`config.mk`:
```
export PLATFORM = sky130hd
export DESIGN_NAME = lisa_qspi_burst_reader
export DESIGN_NICKNAME = d
export VERILOG_FILES = /design/src/rtl/lisa_qspi_burst_reader.sv
export SDC_FILE = /design/constraint.sdc
export NUM_CORES = 1
export LEC_CHECK = 0
export BUFFER_PORTS_ARGS = -buffer_cell sky130_fd_sc_hd__buf_4
export CAP_MARGIN = 15
export CORE_ASPECT_RATIO = 1.5
export CORE_UTILIZATION = 25
export CTS_BUF_LIST = sky130_fd_sc_hd__clkbuf_4 sky130_fd_sc_hd__clkbuf_8
export DETAILED_ROUTE_END_ITERATION = 10
export MAX_ROUTING_LAYER = met4
export PLACE_DENSITY = 0.53
export SLEW_MARGIN = 20
export SYNTH_ARGS = -nofsm -noshare
export SYNTH_HDL_FRONTEND = slang
export SYNTH_SLANG_ARGS = --single-unit
export TNS_END_PERCENT = 5
```
`constraint.sdc`:
```
create_clock -name clk -period 3.1 [get_ports clk]
set_input_delay 0.155 -clock clk [delete_from_list [all_inputs] [get_ports clk]]
set_output_delay 0.155 -clock clk [all_outputs]
set_load 0.05 [all_outputs]
```
`src/rtl/lisa_qspi_burst_reader.sv`:
```
// lisa_qspi_burst_reader
//   Client-side read sequencer for one QSPI arbiter client port. A single
//   long read command (start byte address + up to 255 16-bit words) is split
//   into arbiter transfers. Each transfer is no longer than MAX_CHUNK words
//   and never crosses a PAGE_BYTES boundary. Returned words are buffered in
//   a small FIFO for a valid/ready consumer.
//
// Ports
//   clk, rst_n         clock, synchronous active-low reset
//   start              one-cycle command strobe (sampled in IDLE only)
//   start_addr         byte address of first word (bit 0 ignored)
//   word_count         number of words, 0 completes immediately
//   ce_sel             chip select, latched at start
//   abort              end the command early
//   busy, done         command in progress / one-cycle completion pulse
//   aborted            qualifies done: command ended by abort
//   rd_data, rd_valid  FIFO head word / FIFO not empty
//   rd_ready           consumer pop
//   q_*                arbiter client port (request, word handshake, done)
module lisa_qspi_burst_reader #(
  parameter int CHIP_SELECTS = 2,
  parameter int MAX_CHUNK    = 8,
  parameter int PAGE_BYTES   = 256,
  parameter int FIFO_DEPTH   = 4
) (
  input  logic                    clk,
  input  logic                    rst_n,
  input  logic                    start,
  input  logic [23:0]             start_addr,
  input  logic [7:0]              word_count,
  input  logic [CHIP_SELECTS-1:0] ce_sel,
  input  logic                    abort,
  output logic                    busy,
  output logic                    done,
  output logic                    aborted,
  output logic [15:0]             rd_data,
  output logic                    rd_valid,
  input  logic                    rd_ready,
  output logic [23:0]             q_addr,
  input  logic [15:0]             q_rdata,
  output logic [15:0]             q_wdata,
  output logic [1:0]              q_wstrb,
  input  logic                    q_ready,
  output logic                    q_ready_ack,
  input  logic                    q_xfer_done,
  output logic                    q_valid,
  output logic [3:0]              q_xfer_len,
  output logic [CHIP_SELECTS-1:0] q_ce_ctrl
);

  localparam int             AW         = (FIFO_DEPTH > 1) ? $clog2(FIFO_DEPTH) : 1;
  localparam logic [AW:0]    FULL_CNT   = (AW+1)'(FIFO_DEPTH);
  localparam logic [23:0]    PAGE_MASK  = 24'(PAGE_BYTES - 1);
  localparam logic [7:0]     MAX_CHUNK8 = 8'(MAX_CHUNK);

  typedef enum logic [2:0] {IDLE, ISSUE, XFER, DRAIN, FINISH} state_t;

  state_t                  state;
  logic [23:0]             addr;
  logic [7:0]              rem;
  logic [CHIP_SELECTS-1:0] cs;
  logic                    aborting;
  logic                    discard;
  logic                    valid_r;
  logic                    done_r;
  logic                    aborted_r;
  logic [23:0]             q_addr_r;
  logic [3:0]              q_len_r;

  logic [15:0]             mem [FIFO_DEPTH];
  logic [AW-1:0]           wr_ptr;
  logic [AW-1:0]           rd_ptr;
  logic [AW:0]             count;

  logic                    full;
  logic                    empty;
  logic                    drop;
  logic                    ack;
  logic                    push;
  logic                    pop;
  logic                    stop_issue;
  logic [7:0]              rem_after;

  // Words in the next transfer: min(remaining, MAX_CHUNK, words left in page).
  function automatic logic [3:0] chunk_words(input logic [23:0] a, input logic [7:0] r);
    logic [7:0]  lim;
    logic [24:0] page_left;
    lim       = (r > MAX_CHUNK8) ? MAX_CHUNK8 : r;
    page_left = (25'(PAGE_BYTES) - {1'b0, a & PAGE_MASK}) >> 1;
    if (page_left < 25'(lim)) chunk_words = page_left[3:0];
    else                      chunk_words = lim[3:0];
  endfunction

  assign full  = (count == FULL_CNT);
  assign empty = (count == '0);

  // An abort arriving this cycle already discards the word acked with it.
  assign drop        = discard | abort;
  assign ack         = (state == XFER) & q_ready & (rem != 8'd0) & (~full | drop);
  assign push        = ack & ~drop;
  assign pop         = ~empty & rd_ready;
  assign rem_after   = ack ? (rem - 8'd1) : rem;
  assign stop_issue  = aborting | abort;

  assign busy        = (state != IDLE);
  assign done        = done_r;
  assign aborted     = aborted_r;
  assign rd_valid    = ~empty;
  assign rd_data     = empty ? 16'h0000 : mem[rd_ptr];
  assign q_addr      = q_addr_r;
  assign q_xfer_len  = q_len_r;
  assign q_ce_ctrl   = cs;
  assign q_wdata     = 16'h0000;
  assign q_wstrb     = 2'b00;
  assign q_ready_ack = ack;
  // Request is withdrawn in the same cycle the arbiter signals completion.
  assign q_valid     = valid_r & ~q_xfer_done;

  // Control: FSM, flags, FIFO pointers and registered port outputs.
  always_ff @(posedge clk) begin
    if (!rst_n) begin
      state     <= IDLE;
      cs        <= '0;
      aborting  <= 1'b0;
      discard   <= 1'b0;
      valid_r   <= 1'b0;
      done_r    <= 1'b0;
      aborted_r <= 1'b0;
      q_addr_r  <= 24'h0;
      q_len_r   <= 4'h0;
      wr_ptr    <= '0;
      rd_ptr    <= '0;
      count     <= '0;
    end else begin
      done_r    <= 1'b0;
      aborted_r <= 1'b0;
      if (push) wr_ptr <= wr_ptr + 1'b1;
      if (pop)  rd_ptr <= rd_ptr + 1'b1;
      count <= count + {{AW{1'b0}}, push} - {{AW{1'b0}}, pop};
      case (state)
        IDLE: begin
          if (start) begin
            cs    <= ce_sel;
            state <= (word_count == 8'd0) ? FINISH : ISSUE;
          end
        end
        ISSUE: begin
          q_addr_r <= addr;
          q_len_r  <= chunk_words(addr, rem);
          valid_r  <= 1'b1;
          state    <= XFER;
          if (abort) begin
            aborting <= 1'b1;
            discard  <= 1'b1;
          end
        end
        XFER: begin
          if (abort) begin
            aborting <= 1'b1;
            discard  <= 1'b1;
          end
          if (q_xfer_done) begin
            valid_r <= 1'b0;
            if ((rem_after != 8'd0) && !stop_issue) begin
              state <= ISSUE;
            end else begin
              state <= DRAIN;
              // Aborted commands deliver nothing still buffered.
              if (stop_issue) begin
                wr_ptr <= '0;
                rd_ptr <= '0;
                count  <= '0;
              end
            end
          end
        end
        DRAIN: begin
          if (empty) state <= FINISH;
        end
        FINISH: begin
          done_r    <= 1'b1;
          aborted_r <= aborting;
          aborting  <= 1'b0;
          discard   <= 1'b0;
          state     <= IDLE;
        end
        default: state <= IDLE;
      endcase
    end
  end

  // Datapath: command address/remaining count and FIFO storage.
  always_ff @(posedge clk) begin
    if (state == IDLE && start) begin
      addr <= start_addr & 24'hFFFFFE;
      rem  <= word_count;
    end else if (ack) begin
      addr <= addr + 24'd2;
      rem  <= rem - 8'd1;
    end
    if (push) mem[wr_ptr] <= q_rdata;
  end

endmodule

```
Yosys cells after proc, flatten, opt, wreduce, memory -nomap -nowiden

Memory sizes are Yosys's and may differ from the RTL's. A register that Yosys moved wholly into a read port is not among the register bits.
Index checks and enable logic that the tools add are counted.

Add/subtract/negate cells: 7
Multiply operators: 0
Divide/modulo/power cells: 0
Order comparisons: 2
Equality and inequality tests: 9
Shift-type cells: 0
Multiplexer cells: 35
Bitwise logic cells: 12
Reductions and logical operators: 18

Operators with widths:

| cell                                                           | number |
|---|---|
| 2-to-1 mux 24 bit                                              | 2 |
| adder 24 x 2 -> 24 bit (second input constant)                 | 1 |
| less-than comparator 24 x 8 -> 1 bit                           | 1 |
| 2-to-1 mux 2 bit                                               | 12 |
| 2-to-1 mux 3 bit                                               | 8 |
| 2-to-1 mux 8 bit                                               | 3 |
| 2-to-1 mux 16 bit                                              | 1 |
| nonzero test 8 bit                                             | 2 |
| case mux 3 bit (4 select lines)                                | 1 |
| subtractor 9 x 8 -> 10 bit (first input constant)              | 1 |
| greater-than comparator 8 x 4 -> 1 bit (second input constant) | 1 |
| logical NOT 8 bit                                              | 1 |
| AND reduction 2 bit                                            | 4 |
| subtractor 8 x 1 -> 8 bit (second input constant)              | 1 |
| bitwise AND 1 bit                                              | 6 |
| == test 3 x 2 -> 1 bit (second input constant)                 | 2 |
| == test 3 bit (second input constant)                          | 2 |
| logical NOT 3 bit                                              | 2 |
| != test 2 bit (second input constant)                          | 3 |
| nonzero test 2 bit                                             | 3 |
| 2-to-1 mux 1 bit                                               | 5 |
| adder 2 x 1 -> 2 bit (second input constant)                   | 2 |
| 2-to-1 mux 4 bit                                               | 1 |
| NOT 1 bit                                                      | 4 |
| 11 further kinds                                               | 14 |

Register bits: 76
Latch bits: 0
RAM bits: 64
Bits in read-only memories: 0
Bits of input ports: 57
Output and inout bits: 70
Memories: 1

Memories:

| memory | depth | bits a word | rd ports | clocked after Yosys merged registers in | wr ports | RTL line | RTL |
|---|---|---|---|---|---|---|---|
| mem    | 4     | 16          | 1        | 1                                       | 1        | 70       | `logic [15:0] mem [FIFO_DEPTH];` |

Depth between registers and ports, before layout

Depth in word-level cells: 11
Gate-level depth with buffers: 13
Depth with buffers taken out: 11

Worst setup path before layout

Ideal clock, no wire load.

Path kind: register to register
Start: reg state[0]
End: reg addr[10] (enable)
Library setup time: 0.383 ns
Arrival: 2.196 ns
Data required time: 2.717 ns
Path slack: 0.521 ns
Cell stages (with the launch flop): 6
Buffers on the path: 1
Clock period less this slack: 2.579 ns
Path through: dfxtp_1 clkbuf_1 nand4bb_1 a31oi_2 a21boi_4 nand2b_1

Word-level cells in the longest chain between the ends: 5
Elaborated cells on any way between the ends: 7

Ends and longest elaborated chain:

| what                                | RTL line | RTL |
|---|---|---|
| start: declaration                  | 58       | `state_t state;` |
| start signal: assignment            | 144      | `state <= (word_count == 8'd0) ? FINISH : ISSUE;` |
| == test 3 x 2 -> 1 bit              | 99       | `assign ack = (state == XFER) & q_ready & (rem != 8'd0) & (~full \| drop);` |
| bitwise AND 1 bit (3 in a row)      | 99       |  |
| via q_ready_ack                     | 44       | `output logic q_ready_ack,` |
| nonzero test 2 bit (no source line) | --       |  |
| end signal: assignment              | 195      | `addr <= start_addr & 24'hFFFFFE;` |
| end signal: assignment              | 198      | `addr <= addr + 24'd2;` |
| end: declaration                    | 59       | `logic [23:0] addr;` |

The timed path passes the listed nets, and every way through them passes these cells.
A chain may end at the register's enable or synchronous reset.

Worst setup path after layout

Start: reg addr[3]
End: reg q_len_r[1], in the netlist q_xfer_len[1]

Word-level cells in the longest chain between the ends: 3

Ends and longest elaborated chain:

| what                                 | RTL line | RTL |
|---|---|---|
| subtractor 9 x 8 -> 10 bit           | 89       | `page_left = (25'(PAGE_BYTES) - {1'b0, a & PAGE_MASK}) >> 1;` |
| less-than comparator 24 x 8 -> 1 bit | 90       | `if (page_left < 25'(lim)) chunk_words = page_left[3:0];` |
| 2-to-1 mux 4 bit                     | 90       |  |
| end signal: assignment               | 149      | `q_len_r <= chunk_words(addr, rem);` |
| end: declaration                     | 68       | `logic [3:0] q_len_r;` |

No other way between the ends.

==> out/results.ini <==
[outcome]
status=complete, no violations

[placement]
dp_slack_ns=0.522
placedCellCount=1017
dpl.hpwl_um=11600
place_congestion=0.781
place_area_mm2=0.00777
io_buffer_count=106

[route]
postRouteAntennaNets=0
viasPerCell=4.35
met1_length_um=6690
vias=4752
drc=0
first_pass_iters=4
maxUsedRoutingLayer=met4
wl_per_cell_um=14.8
wirelength_um=16200
wl_met3_um=809
wl_met2_um=8570
drt-initial-drc-count=159

[synthesis]
synth_area_mm2=0.00660
async_flop_share_pct=0
yosys_warnings=0
synthFlopType=edfxtp_1
ys_types=52
ys_seq_area_share_pct=55.1
ys_seq_elements=138
synth-edff-count=87
avgSynthCellArea_um2=11.2
syn_inst=589

[setup_path]
cp-start-kind=flip-flop
cp.required_ns=3.46
worstPathArrival_ns=2.95
end_kind=flip-flop
worstSetupPathType=flip-flop to flip-flop
worstPathMaxFanout=10

[timing]
layout_min_cycle_time_ns=2.59
rsz0062_at_grt=false
fin_skew_ns=0.0168
post-route-period-util_pct=83.7
fmax_mhz=386
worst_pin_slew_ns=0.854
maxSlewViolCount=0
setup_viol=0
tns_ns=0
hold_viol_final=0
maxSlewHeadroom_pct=43.0
fin_ws_ns=0.506

[floorplanning]
rows=72
start_util_pct=25.5
die_y_um=201
die-area_mm2=0.0271
pin_count=127
core_area_mm2=0.0259
die_x_um=135

[final_layout]
nNetsFinal=821
instances_no_fill=1093
drive_gt1_share_pct=24.3
synthToLayoutAreaGrowth_pct=30.2
finish.instance_area_mm2=0.00859
fin_util_pct=33.2
layout_common_cells=buf_4 (126), nand2_1 (104), edfxtp_1 (87)
fill_cells=2634
final_common_cell=buf_4
antenna_cells=0

[grt]
overflow=0
gr-usage-all-layers_pct=12.8
grt_pass1_wl_um=25700
grt_pass1_vias=4780
antenna_found_initial=0
grt_max_degree=46

[clock_network]
clkLatencyLatePin_ns=0.45
clockRootBuffer=clkbuf_8
cts_tree=built
h-tree-depth=4
path_clk_slew_ns=0.09
clockBufferDepth=2
post-cts-setup-buffer-count=0
cts_num_sinks=138
cts_made_buffers=17

[worst_hold_path]
hold_class=input pin to flip-flop

[power_and_ir_drop]
p_per_area_mw_per_mm2=680
p_sw_share_pct=39.1
p_sw_mw=2.29
leakage_nw=3.20
power.share.sequential_pct=39.7
comb_power_share_pct=35.4
p_int_mw=3.56
clockPowerShare_pct=24.9
peakVddDrop_v=0.000457

[job]
max_cap_violations=0

-- metrics by stage --
stage | power (mW) | hold slack (ns)
finish | 5.84 | 0.0306
global route | 6.18 | 0.0271
CTS | 5.94 | 0.00960
detailed placement | 4.42 | 0.358
global placement | 4.41 | 0.357
floorplan | 3.80 | 0.254
-- synthesized netlist by cell type (2+ instances only) --
cell type	count	area (um^2)
dfxtp_1	51	1020
a211oi_1	3	22.5
nand4_1	7	43.8
nor2b_1	4	25.0
nand2b_1	3	18.8
a311oi_1	3	26.3
nor2_1	21	78.8
nor4_1	6	37.5
a21boi_0	25	188
conb_1	2	7.51
nand2_1	104	390
o21ai_0	33	165
a31oi_1	6	37.5
o211a_1	2	20.0
a21oi_1	10	50.1
mux2i_1	5	50.1
ha_1	16	200
edfxtp_1	87	2610
and3_1	3	18.8
clkbuf_1	26	97.6
nor3_1	11	55.1
xnor2_1	16	140
xor2_1	22	193
inv_1	18	67.6
buf_2	6	30.0
and4_1	6	52.6
and2_1	21	131
or2_2	2	12.5
buf_4	19	143
nand3_1	13	65.1
or3_1	2	12.5
mux4_2	16	360
-- layer usage --
layer,global-route usage (%),vias up
li1,-,2360
met1,13.9,2249
met2,22.7,130
met3,3.23,13
met4,3.77,0
met5,-,-
-- power by group through the flow --
stage | Combinational (mW) | Sequential [mW] | Clock [mW]
global placement | 2.05 | 2.37 | 0
floorplan | 1.39 | 2.41 | 0
detailed placement | 2.05 | 2.37 | 0
finish | 2.07 | 2.32 | 1.45
CTS | 2.11 | 2.33 | 1.50
global route | 2.25 | 2.35 | 1.58
-- registers in the layout (all words and copies together) (netlist names) --
register	count
mem	64
wr_ptr	2
addr	23
aborted	1
count	3
valid_r	1
q_ce_ctrl	2
rd_ptr	2
q_xfer_len	4
q_addr	23
state	3
discard	1
done	1
rem	8
-- logic make-up (layout without fill, tap and decap cells) --
kind of cell    count (synthesis)  in the layout  synth area share [%]
compound gates                 93             93                  9.63
xor+xnor                       38             38                  5.04
simple gates                  209            209                  15.2
other cells                     2             23                 0.114
fa+ha+maj                      17             17                  3.34
flops                         138            138                  55.1
mux                            22             22                  6.39
buf+inv                        70            220                  5.20
-- path summary, 6_finish.rpt --
kind / from / slack (ns) / endpoint / cells past startpoint
max: addr[3] / 0.51 / q_xfer_len[1] / 9
min: start_addr[20] / 0.03 / addr[20] / 3
max reg2reg: addr[3] / 0.51 / q_xfer_len[1] / 9
min reg2reg: q_addr[17] / 0.47 / q_addr[17] / 2
-- area by class of cell --
class | instances | area [um^2] | share of cell area (%)
sequential | 138 | 3630 | 42.3
inverter | 18 | 67.6 | 0.786
clock buffer | 18 | 241 | 2.81
clock inverter | 14 | 138 | 1.60
timing repair buffer | 170 | 1390 | 16.1
multi-input combinational | 402 | 2710 | 31.5
tap | 333 | 417 | 4.85
-- repair_timing --
| action | in CTS | in global routing |
|---|---|---|
| hold endpoints to repair | 92 | 0 |
| hold buffers | 44 | 0 |
| gates resized for setup | 0 | 0 |
-- worst max-delay path, stage by stage, from the launching register on --
cell      delay [ns]
edfxtp_1        0.55
nor3_1          0.33
nand3b_1        0.13
xor2_1          0.16
ha_1            0.31
nand3_1         0.11
a211oi_1        0.33
a211oi_4        0.15
or2_2           0.29
a31oi_1         0.16
(Power assumes the default switching activity.)
